$ cat src/rtl/alu_pkg.sv
// Shared constants and result bundle for the 32-bit MIPS-style ALU.
package alu_pkg;

    localparam int unsigned DATA_W  = 32;
    localparam int unsigned CTRL_W  = 4;
    localparam int unsigned CHUNK_W = 8;

    localparam logic [CTRL_W-1:0] ALU_AND  = 4'b0000;
    localparam logic [CTRL_W-1:0] ALU_OR   = 4'b0001;
    localparam logic [CTRL_W-1:0] ALU_ADD  = 4'b0010;
    localparam logic [CTRL_W-1:0] ALU_SUB  = 4'b0110;
    localparam logic [CTRL_W-1:0] ALU_SLT  = 4'b0111;
    localparam logic [CTRL_W-1:0] ALU_XNOR = 4'b1100;

    typedef struct packed {
        logic [DATA_W-1:0] res;
        logic              zero;
        logic              carry_out;
        logic              overflow;
    } alu_result_t;

endpackage

$ cat src/rtl/alu_adder_8.sv
// 8-bit ripple-carry adder slice; also exposes the carry into its top bit
// so the slice holding bit 31 can supply the overflow term.
module alu_adder_8
    import alu_pkg::*;
(
    input  logic [CHUNK_W-1:0] i_a,
    input  logic [CHUNK_W-1:0] i_b,
    input  logic               i_cin,
    output logic [CHUNK_W-1:0] o_sum_c,
    output logic               o_cout_c,
    output logic               o_c7_c
);

    always_comb begin
        logic carry;
        carry    = i_cin;
        o_sum_c  = '0;
        o_c7_c   = 1'b0;
        for (int i = 0; i < int'(CHUNK_W); i++) begin
            o_sum_c[i] = i_a[i] ^ i_b[i] ^ carry;
            if (i == int'(CHUNK_W) - 1) begin
                o_c7_c = carry;
            end
            carry = (i_a[i] & i_b[i]) | (carry & (i_a[i] ^ i_b[i]));
        end
        o_cout_c = carry;
    end

endmodule

$ cat src/rtl/alu_32.sv
// 32-bit ALU (AND/OR/ADD/SUB/SLT/XNOR) with registered result and flags.
// ADD, SUB and SLT share one chained ripple adder.
module alu_32
    import alu_pkg::*;
(
    input  logic              clk,
    input  logic              rst,
    input  logic [DATA_W-1:0] a,
    input  logic [DATA_W-1:0] b,
    input  logic [CTRL_W-1:0] alu_ctrl,
    output logic [DATA_W-1:0] res,
    output logic              zero,
    output logic              carry_out,
    output logic              overflow
);

    logic              w_sub;
    logic [DATA_W-1:0] w_b_eff;
    logic [DATA_W-1:0] w_sum;
    logic              w_c8, w_c16, w_c24, w_c32, w_c31;
    logic              w_unused_c7_0, w_unused_c7_1, w_unused_c7_2;
    logic              w_ovf;
    logic              w_less;
    alu_result_t       w_next;

    logic [DATA_W-1:0] r_res;
    logic              r_zero;
    logic              r_carry_out;
    logic              r_overflow;

    // SUB and SLT compute a + ~b + 1
    assign w_sub   = (alu_ctrl == ALU_SUB) || (alu_ctrl == ALU_SLT);
    assign w_b_eff = w_sub ? ~b : b;

    alu_adder_8 u_add0 (
        .i_a(a[7:0]),   .i_b(w_b_eff[7:0]),   .i_cin(w_sub),
        .o_sum_c(w_sum[7:0]),   .o_cout_c(w_c8),  .o_c7_c(w_unused_c7_0)
    );
    alu_adder_8 u_add1 (
        .i_a(a[15:8]),  .i_b(w_b_eff[15:8]),  .i_cin(w_c8),
        .o_sum_c(w_sum[15:8]),  .o_cout_c(w_c16), .o_c7_c(w_unused_c7_1)
    );
    alu_adder_8 u_add2 (
        .i_a(a[23:16]), .i_b(w_b_eff[23:16]), .i_cin(w_c16),
        .o_sum_c(w_sum[23:16]), .o_cout_c(w_c24), .o_c7_c(w_unused_c7_2)
    );
    alu_adder_8 u_add3 (
        .i_a(a[31:24]), .i_b(w_b_eff[31:24]), .i_cin(w_c24),
        .o_sum_c(w_sum[31:24]), .o_cout_c(w_c32), .o_c7_c(w_c31)
    );

    // Signed overflow from carries around bit 31; SLT corrects the sign with it
    assign w_ovf  = w_c31 ^ w_c32;
    assign w_less = w_sum[DATA_W-1] ^ w_ovf;

    always_comb begin
        w_next = '0;
        case (alu_ctrl)
            ALU_AND:  w_next.res = a & b;
            ALU_OR:   w_next.res = a | b;
            ALU_XNOR: w_next.res = ~(a ^ b);
            ALU_ADD, ALU_SUB: begin
                w_next.res       = w_sum;
                w_next.carry_out = w_c32;
                w_next.overflow  = w_ovf;
            end
            ALU_SLT:  w_next.res = DATA_W'(w_less);
            default:  w_next.res = '0;
        endcase
        w_next.zero = (w_next.res == '0);
    end

    always_ff @(posedge clk or posedge rst) begin
        if (rst) begin
            r_res       <= '0;
            r_zero      <= 1'b1;
            r_carry_out <= 1'b0;
            r_overflow  <= 1'b0;
        end else begin
            r_res       <= w_next.res;
            r_zero      <= w_next.zero;
            r_carry_out <= w_next.carry_out;
            r_overflow  <= w_next.overflow;
        end
    end

    assign res       = r_res;
    assign zero      = r_zero;
    assign carry_out = r_carry_out;
    assign overflow  = r_overflow;

endmodule

$ cat config.mk
export PLATFORM = sky130hd
export DESIGN_NAME = alu_32
export DESIGN_NICKNAME = d
export VERILOG_FILES = /design/src/rtl/alu_pkg.sv /design/src/rtl/alu_adder_8.sv /design/src/rtl/alu_32.sv
export SDC_FILE = /design/constraint.sdc
export NUM_CORES = 1
export LEC_CHECK = 0
export CAP_MARGIN = 20
export CORE_MARGIN = 10
export CORE_UTILIZATION = 35
export DETAILED_ROUTE_END_ITERATION = 6
export DONT_BUFFER_PORTS = 1
export SYNTH_ARGS = -nofsm -noshare
export SYNTH_HDL_FRONTEND = slang
export SYNTH_SLANG_ARGS = --single-unit
export TNS_END_PERCENT = 20
$ cat constraint.sdc
create_clock -name clk -period 1.2 [get_ports clk]
set_clock_uncertainty 0.05 [all_clocks]
set_input_delay 0.18 -clock clk [delete_from_list [all_inputs] [get_ports clk]]
set_output_delay 0.18 -clock clk [all_outputs]
set_load 0.01 [all_outputs]
==> out/metrics.yaml, run 1 <==
synth_enable_flop_cells: 0
place_worst_setup_slack_ns: -11.42
setup_tns_ns: -212.38
die_boundary_height_um: 129.2
post-route-period-util_pct: 1021
max_cap_viol_count: 0
cts_buffers: 5
p_leak_nw: 2.421
initialDrtViolationCount: 194
antenna_found_initial: 0
timing.critical_path.slowest_cell_delay_ns: 0.44
violations_in_the_final_reports: "hold timing, setup timing"
postSynthCellCount: 451
grtUsageTotal_pct: 15.85
pin_count_of_the_biggest_net_entering_global_routing: 45
postLayoutCoreUtil_pct: 44.66
power_w: 0.004726
initial_core_utilization_pct: 36.06
wl_um: 13370
overflow: 0
boundaryPins: 105
layout.cells.most_common_list: "inv_1, ha_1, buf_4, nor2_1, dfrtp_1"
critical_path_class: "primary input to flop"
die_x_um: 129.2
synth_area_um2: 4170
slew_viol_final: 0
worst_ep_arrival_time_ns: 12.42
tritoncts: "done"
postCtsHoldBufs: 1
rsz_0062_raised_after_global_routing: "true"
hold_violations: 24
final.setup.worst_slack_ns: -11.05
clk_pin_slew_worst_paths_ns: 0.06
antenna_violating_nets_post_route: 0
timing.final.crit_period_ns: 12.25
fmax_mhz: 81.60
cp_max_fo: 9
mappedNetlistNets: 617
maximum_ir_drop_on_the_vdd_rail_mv: 0.4799
remaining_drc_errors: 0
grt_first_pass_wirelength_um: 20560
avgRoutedWirePerCell_um: 21.11
yosysWarningCount: 0
floorplan.die_area_um2: 16680
syn-mean-instance-area_um2: 9.247
end_kind: "flop"
cp_slowest_cell: "fa_1"
fp.coreArea_um2: 11560
port_buffers: 0
timing.critical_path.from_type: "primary input"
cts_htree_levels: 2
first_global_vias: 3669
path_common_cell: "fa_2"
dr.pass1.iters: 4
total_via_count_in_the_routed_design: 3382
antenna-diode-count: 0
status: "complete, but fails checks"
setup_viol_count_final: 35
synth_cell_type_count: 47
timing.hold.worst.class: "primary input to flop"
row_count: 39
final_nets: 655
layout-drive-gt1-share_pct: 29.39
synth-main-ff-cell: "dfrtp_1"
worst_pin_slew_ns: 0.6092
cts.root.buffer_cell: "clkbuf_16"
syn_to_final_growth_pct: 23.85
routabilityCongestion: 0.9364
worst_hold_path.num_cells: 1
max_slew_margin_vs_limit_pct: 59.24
place_hpwl_um: 11060
synth_largest_area_cell: "dfrtp_1"
worst_hold_slack_ns: -0.07167
synth_top_area_share_pct: 20.40
number_of_buffers_on_the_longest_clock_path: 2
ys_top_cells_by_area: "dfrtp_1, ha_1, fa_1, inv_1, xnor2_1"
synth-seq-area-share_pct: 21.03
ys_seq_elements: 35
layout.cells.most_common: "inv_1"
tritoncts_sink_count: 35
powerDensity_nw_per_um2: 915.0
routed_via_density: 5.343
ys_async_sr_fraction_pct: 100.0
crit_required_ns: 1.36
-- sequential cells by signal (all words and copies together) (netlist names) --
name       cells
overflow       1
res           32
carry_out      1
zero           1
-- cells in the mapped netlist (2+ instances only) --
library cell	instances
a21oi_1	30
a22oi_1	10
a2bb2oi_1	6
a2bb2oi_2	3
a32oi_1	3
and4_1	4
buf_1	3
buf_2	6
buf_6	5
clkbuf_1	8
dfrtp_1	34
fa_1	32
ha_1	64
inv_1	78
mux2i_1	6
nand2_1	10
nand2b_1	4
nand4_1	8
nor2_1	36
nor3_1	4
nor4_1	2
o211a_1	2
o21ai_0	10
o22ai_1	27
or2_0	3
or2_2	2
xnor2_1	31
-- critical path, delay by kind of cell --
kind                       cells  cell delay (ns)
adders and majority gates     31            10.92
and+or+nand+nor                5             0.63
buffers and inverters          5             0.30
AOI/OAI and AO/OA              2             0.24
xor gates and xnor gates       1             0.13
-- cell families (layout without fill, tap and decap cells) --
group | count (synthesis) | count (layout) | synth area share, %
buffers and inverters | 101 | 140 | 10.26
AO/OA/AOI/OAI | 98 | 98 | 15.87
adder cells (fa/ha/maj) | 96 | 96 | 34.56
AND/OR/NAND/NOR | 83 | 83 | 10.11
flip-flops | 35 | 35 | 21.03
XOR/XNOR | 32 | 32 | 6.721
multiplexers | 6 | 6 | 1.440
-- power by group --
group	switching, W	leakage (nW)	total [W]	internal (W)
Sequential	0.000105	0.465	0.00139	0.00129
Combinational	0.000908	1.87	0.00183	0.000920
Clock	0.000527	0.0838	0.00151	0.000979
Total	0.00154	2.42	0.00473	0.00319
-- cell type report --
cell class,count,area [µm²]
clock buffers,5,125.1
well taps,143,178.9
clock inverters,3,43.79
repair buffers,54,432.9
inverters,78,292.8
multi-input cells,315,3214
flip-flops and latches,35,877.1
fillers,1083,6400
-- path summary, 6_finish.rpt --
path / start / endpoint
max in group asynchronous: rst / zero
worst max-delay path: alu_ctrl[1] / zero
worst min-delay path: alu_ctrl[3] / overflow
min in group asynchronous: rst / res[5]
-- timing repair --
| item | in CTS | in global routing |
|---|---|---|
| endpoints found under the hold margin | 63 | 28 |
| cloned | 0 | 0 |
| pin swaps | 4 | 4 |
| buffers inserted | 1 | 0 |
| gates resized for setup | 33 | 15 |
| endpoints found under the setup margin | 35 | 35 |
-- through the flow --
| step | hold slack, ns | instances | area [µm²] |
|---|---|---|---|
| after global routing | -0.07406 | 633 | 5165 |
| after detailed placement | 0.08732 | 623 | 4725 |
| after CTS | -0.07447 | 633 | 5076 |
| final | -0.07167 | 633 | 5165 |
| after floorplan | 0.2836 | 451 | 4282 |
| after global placement | 0.08674 | 623 | 4725 |
-- metal layers --
| layer | GRT usage, % | vias to the layer above | part of all wire, % |
|---|---|---|---|
| li1 | - | 1578 | - |
| met1 | 17.65 | 1645 | 38 |
| met2 | 26.60 | 133 | 47 |
| met3 | 6.648 | 26 | 12 |
| met4 | 5.819 | 0 | 2.4 |
| met5 | 0 | - | 0 |
No activity file was read; power rests on OpenSTA's default activity.
==> run 2: changes to the inputs <==
Settings changed: CAP_MARGIN 20 to default.
==> results of run 2 <==
Final layout, timing and power as in run 1 (identical DEF).
==> variant 1 (flow settings as in run 2) <==
The package constant `CTRL_W` goes from 4 to 5.
--- a/src/rtl/alu_pkg.sv
+++ b/src/rtl/alu_pkg.sv
@@ -4,3 +4,3 @@
     localparam int unsigned DATA_W  = 32;
-    localparam int unsigned CTRL_W  = 4;
+    localparam int unsigned CTRL_W  = 5;
     localparam int unsigned CHUNK_W = 8;
Ports: changed (resized alu_ctrl); port bits go from 105 to 106. No check against the original RTL was run, so the function may have changed too.
==> variant 1 against run 2 <==
The run ends with setup timing left. Final area shrank 1.5%. Final cell count fell by 7.3%. Combinational power shrank 19%. Wire length is 7.7% lower. Synthesized area down 7.9%. Hold slack improved by 230 ps. Critical path depth is 3 lower. Synthesized cell count shrank 17%. Worst setup slack lost 94 ps. First-iteration DRC count decreased by 26%. Sequential cell count unchanged. Die area is 6.7% lower. Power shrank 18%. Global-route usage shrank 0.11 points. Critical path type unchanged. Critical endpoint unchanged.
==> variant 1: results (changes against run 2) <==
| Metric | Value |
|---|---|
| Vias in the first global route | `3351 (was 3669)` |
| Syn_area_per_cell | `10.2 µm² (was 9.25 µm²)` |
| N_diodes | `0 (unchanged)` |
| First-pass GRT wire length | `19500 µm (was 20600 µm)` |
| Max FFs per register | `32 (unchanged)` |
| Placed Cells | `577 (was 623)` |
| Cell Int Power | `0.00256 W (was 0.00319 W)` |
| Status | `complete, but fails checks (unchanged)` |
| Maximum fanout along the worst path | `4 (was 9)` |
| Actual slew at the worst max-slew pin | `434 ps (was 609 ps)` |
| Netlist cell types | `28 (was 47)` |
| Async SR Flop Fraction | `100% (unchanged)` |
| Reg clk slew, reported paths | `90 ps (was 60 ps)` |
| Initial antenna violation count | `0 (unchanged)` |
| Routability cong. | `0.828 (was 0.936)` |
| Failing checks | `setup timing (was hold timing, setup timing)` |
| Cts bufs inserted | `5 (unchanged)` |
| Drt via density | `5.11 (was 5.34)` |
| CP max stage delay | `410 ps (was 440 ps)` |
| Crit path to | `zero$_DFF_PP1_ (unchanged)` |
| # DRC | `0 (unchanged)` |
| Layout Nets | `613 (was 655)` |
| Count leader, synth | `inv_1 (unchanged)` |
| Hpwl dp | `9780 µm (was 11100 µm)` |
| Type of the most critical hold path | `input port to flop (unchanged)` |
| Seq/Total Area, Yosys | `22.8% (was 21.0%)` |
| Final setup margin | `-11150 ps (was -11050 ps)` |
| Fill count | `995 (was 1083)` |
| Worst EP arrival | `12560 ps (was 12420 ps)` |
| DRT iter0 DRCs | `144 (was 194)` |
| Count of TritonRoute iterations in the first routing pass | `4 (unchanged)` |
| Max Buffers Root-to-Sink | `2 (unchanged)` |
| Input/output buffers | `0 (unchanged)` |
| Max VDD drop | `0.000328 V (was 0.000480 V)` |
| Non-Filler Instances | `587 (was 633)` |
| All-Layer GR Usage | `15.7% (was 15.8%)` |
| Synth top area cells | `dfrtp_1, ha_1, fa_1 (unchanged)` |
| Post-synth net total | `542 (was 617)` |
| Max H-tree Level | `2 (unchanged)` |
| WL final | `12300 µm (was 13400 µm)` |
| Static leakage | `2.41 nW (was 2.42 nW)` |
| Clock Root Buffer | `clkbuf_8 (was clkbuf_16)` |
| Post-synth top cells | `inv_1, ha_1, dfrtp_1 (was inv_1, ha_1, nor2_1)` |
| Fraction of layout cells with a size suffix above 1 | `42.3% (was 29.4%)` |
| Final setup viols | `35 (unchanged)` |
| Delay-heaviest family, CP | `adder cells (unchanged)` |
| Post-synth top flop | `dfrtp_1 (unchanged)` |
| Largest net degree at the start of global routing | `27 (was 45)` |
| CP startpoint | `alu_ctrl[4] (was alu_ctrl[1])` |
| Ys Warns | `0 (unchanged)` |
| CP max stage cell | `fa_1 (unchanged)` |
## variant 1: layer usage
metal | vias up | routed length (µm) | track usage [%]
li1 | 1401 | - | -
met1 | 1502 | 4620 | 16.7
met2 | 83 | 6420 | 28.0
met3 | 14 | 1090 | 6.13
met4 | 0 | 200 | 4.73
met5 | - | 0 | 0
## variant 1: repair_timing
action / in CTS / in global routing
buffers inserted: 1 / 0
resized for setup: 48 / 9
hold endpoints to repair: 34 / 0
hold buffers: 1 / 0
pin swaps: 2 / 0
setup endpoints to repair: 35 / 35
## variant 1: layout make-up
| type | count | area share [%] |
|---|---|---|
| clock buffers | 8 | 1.97 |
| inverters | 69 | 5.09 |
| multi-input cells | 250 | 58.5 |
| flip-flops and latches | 35 | 17.2 |
| well taps | 140 | 3.44 |
| repair buffers | 85 | 13.7 |
## variant 1: logic make-up after synthesis
family	count (synthesis)	synth area share, %
and+or+nand+nor	58	8.11
DFF	35	22.8
AOI/OAI and AO/OA	64	14.4
xor gates and xnor gates	32	7.30
adders and majority gates	96	37.5
buffers and inverters	90	9.80
## variant 1: how the worst min path moves through the flow
stage | cells past startpoint | slack [ps] | endpoint | from
after floorplan | 1 | 280 | carry_out$_DFF_PP0_ | rst
after global placement | 2 | 80 | res[23]$_DFF_PP0_ | rst
after detailed placement | 2 | 80 | res[23]$_DFF_PP0_ | rst
after CTS | 3 | 150 | res[15]$_DFF_PP0_ | alu_ctrl[0]
after global routing | 2 | 160 | carry_out$_DFF_PP0_ | a[31]
final | 2 | 160 | carry_out$_DFF_PP0_ | a[31]
## variant 1: metrics by stage
step	cell area, µm²	util [%]	setup WS (ps)	TNS [ps]
CTS	5050	46.8	-11220	-218730
finish	5090	47.1	-11150	-217370
global placement	4680	43.4	-11540	-231640
floorplan	3970	-	-11370	-225800
detailed placement	4680	43.4	-11630	-231950
global route	5090	47.1	-11580	-225980
## variant 1: power by group through the flow
stage	Clock (W)	Combinational [W]	Sequential [W]
after detailed placement	0	0.00131	0.00135
after CTS	0.00106	0.00146	0.00132
final	0.00106	0.00148	0.00132
after global routing	0.00111	0.00166	0.00133
after global placement	0	0.00125	0.00135
after floorplan	0	0.000868	0.00132
==> variant 2 (config.mk and constraints of run 2) <==
Made on the original files. Put one more register stage on the output `res`, with the module's reset. The value now appears one clock later. The other outputs are not delayed to match.
--- a/src/rtl/alu_32.sv
+++ b/src/rtl/alu_32.sv
@@ -15,2 +15,4 @@
 );
+
+    logic [DATA_W-1:0] res_d;
 
@@ -86,3 +88,3 @@
 
-    assign res       = r_res;
+    assign res_d     = r_res;
     assign zero      = r_zero;
@@ -91,2 +93,10 @@
 
+    always_ff @(posedge clk or posedge rst) begin
+        if (rst) begin
+            res <= '0;
+        end else begin
+            res <= res_d;
+        end
+    end
+
 endmodule
Behaviour: not the same (a bounded check fails within 4 cycles, from zero or initial values and one cycle with rst high).
==> variant 2 against run 2 <==
Sequential share of layout area is 9.8 points higher. Die area is 15% higher. Hold slack better by 79 ps. Fmax is 0.45% lower. Wire length is 14% higher. Synthesized area is 18% higher. The run ends with setup timing left. Power is 56% higher. Final area is 21% higher. Sequential cell count is 32 higher. Worst setup slack worse by 55 ps.
==> variant 2: results (changes against run 2) <==
| Metric | Value |
|---|---|
| Drt via density | `5.14 (was 5.34)` |
| Worst EP arrival | `12490 ps (was 12420 ps)` |
| Post-synth top cells | `inv_1, dfrtp_1, ha_1 (was inv_1, ha_1, nor2_1)` |
| Synth top area cells | `dfrtp_1, ha_1, fa_1 (unchanged)` |
| Largest net degree at the start of global routing | `68 (was 45)` |
| Final setup margin | `-11110 ps (was -11050 ps)` |
| Final setup viols | `35 (unchanged)` |
| Max VDD drop | `0.000562 V (was 0.000480 V)` |
| Post-synth net total | `658 (was 617)` |
| First-pass GRT wire length | `23700 µm (was 20600 µm)` |
| Hpwl dp | `11900 µm (was 11100 µm)` |
| CP max stage delay | `400 ps (was 440 ps)` |
| Post-CTS Hold Buffers | `3 (was 1)` |
| Post-synthesis compound-gate area fraction | `12.8% (was 15.9%)` |
| Seq/Total Area, Yosys | `34.0% (was 21.0%)` |
| Fill count | `1305 (was 1083)` |
| Netlist cell types | `49 (was 47)` |
| Adder-Cell Fraction of Synth Area | `29.2% (was 34.6%)` |
| Actual slew at the worst max-slew pin | `1100 ps (was 609 ps)` |
| Maximum fanout along the worst path | `10 (was 9)` |
| Static leakage | `2.99 nW (was 2.42 nW)` |
| Status | `complete, but fails checks (unchanged)` |
| Fin. Hold Viols | `0 (was 24)` |
| Resized cells post-CTS | `37 (was 33)` |
| Failing checks | `setup timing (was hold timing, setup timing)` |
| Post-CTS Setup Repair Bufs | `2 (was 1)` |
| Count of TritonRoute iterations in the first routing pass | `5 (was 4)` |
| Max H-tree Level | `3 (was 2)` |
variant 2: stage by stage:
| step | cells | worst slack, ps | power [W] |
|---|---|---|---|
| after floorplan | 492 | -11250 | 0.00372 |
| after global placement | 705 | -11270 | 0.00426 |
| after detailed placement | 705 | -11400 | 0.00430 |
| after CTS | 726 | -11100 | 0.00734 |
| after global routing | 728 | -11500 | 0.00779 |
| final | 728 | -11110 | 0.00739 |
variant 2: worst paths after layout:
check	startpoint	endpoint	slack, ps	depth (start not counted)
min in group asynchronous	rst	res[14]$_DFF_PP0_	340	3
worst min register to register	r_res[12]$_DFF_PP0_	res[12]$_DFF_PP0_	290	0
worst max register to register	r_res[27]$_DFF_PP0_	res[27]$_DFF_PP0_	660	0
worst max-delay path	alu_ctrl[1]	overflow$_DFF_PP0_	-11110	45
worst min-delay path	alu_ctrl[3]	zero$_DFF_PP1_	8	2
max in group asynchronous	rst	zero$_DFF_PP1_	460	3
variant 2: cell type report:
type                       count  area share [%]
tap                          180            3.59
timing repair buffer          63            8.09
clock inverter                 7            1.60
sequential                    67            26.8
clock buffer                   9            3.59
multi-input combinational    324            51.6
inverter                      78            4.71
variant 2: where the power goes:
| group | switching, W | internal (W) | total [W] |
|---|---|---|---|
| logic | 0.00100 | 0.000952 | 0.00196 |
| clock network | 0.00102 | 0.00183 | 0.00285 |
| registers | 0.000129 | 0.00246 | 0.00259 |
variant 2: metal layers:
layer | wire, µm | GRT usage (%) | vias up
met5 | 0 | 0 | -
met2 | 7200 | 24.6 | 145
met4 | 291 | 5.44 | 0
met3 | 1520 | 6.34 | 20
li1 | - | - | 1735
met1 | 6270 | 19.0 | 1839
variant 2: critical path, delay by kind of cell:
family / cells / cell delay, ps
xor+xnor: 2 / 290
fa+ha+maj: 31 / 10980
buf+inv: 9 / 620
simple gates: 3 / 410
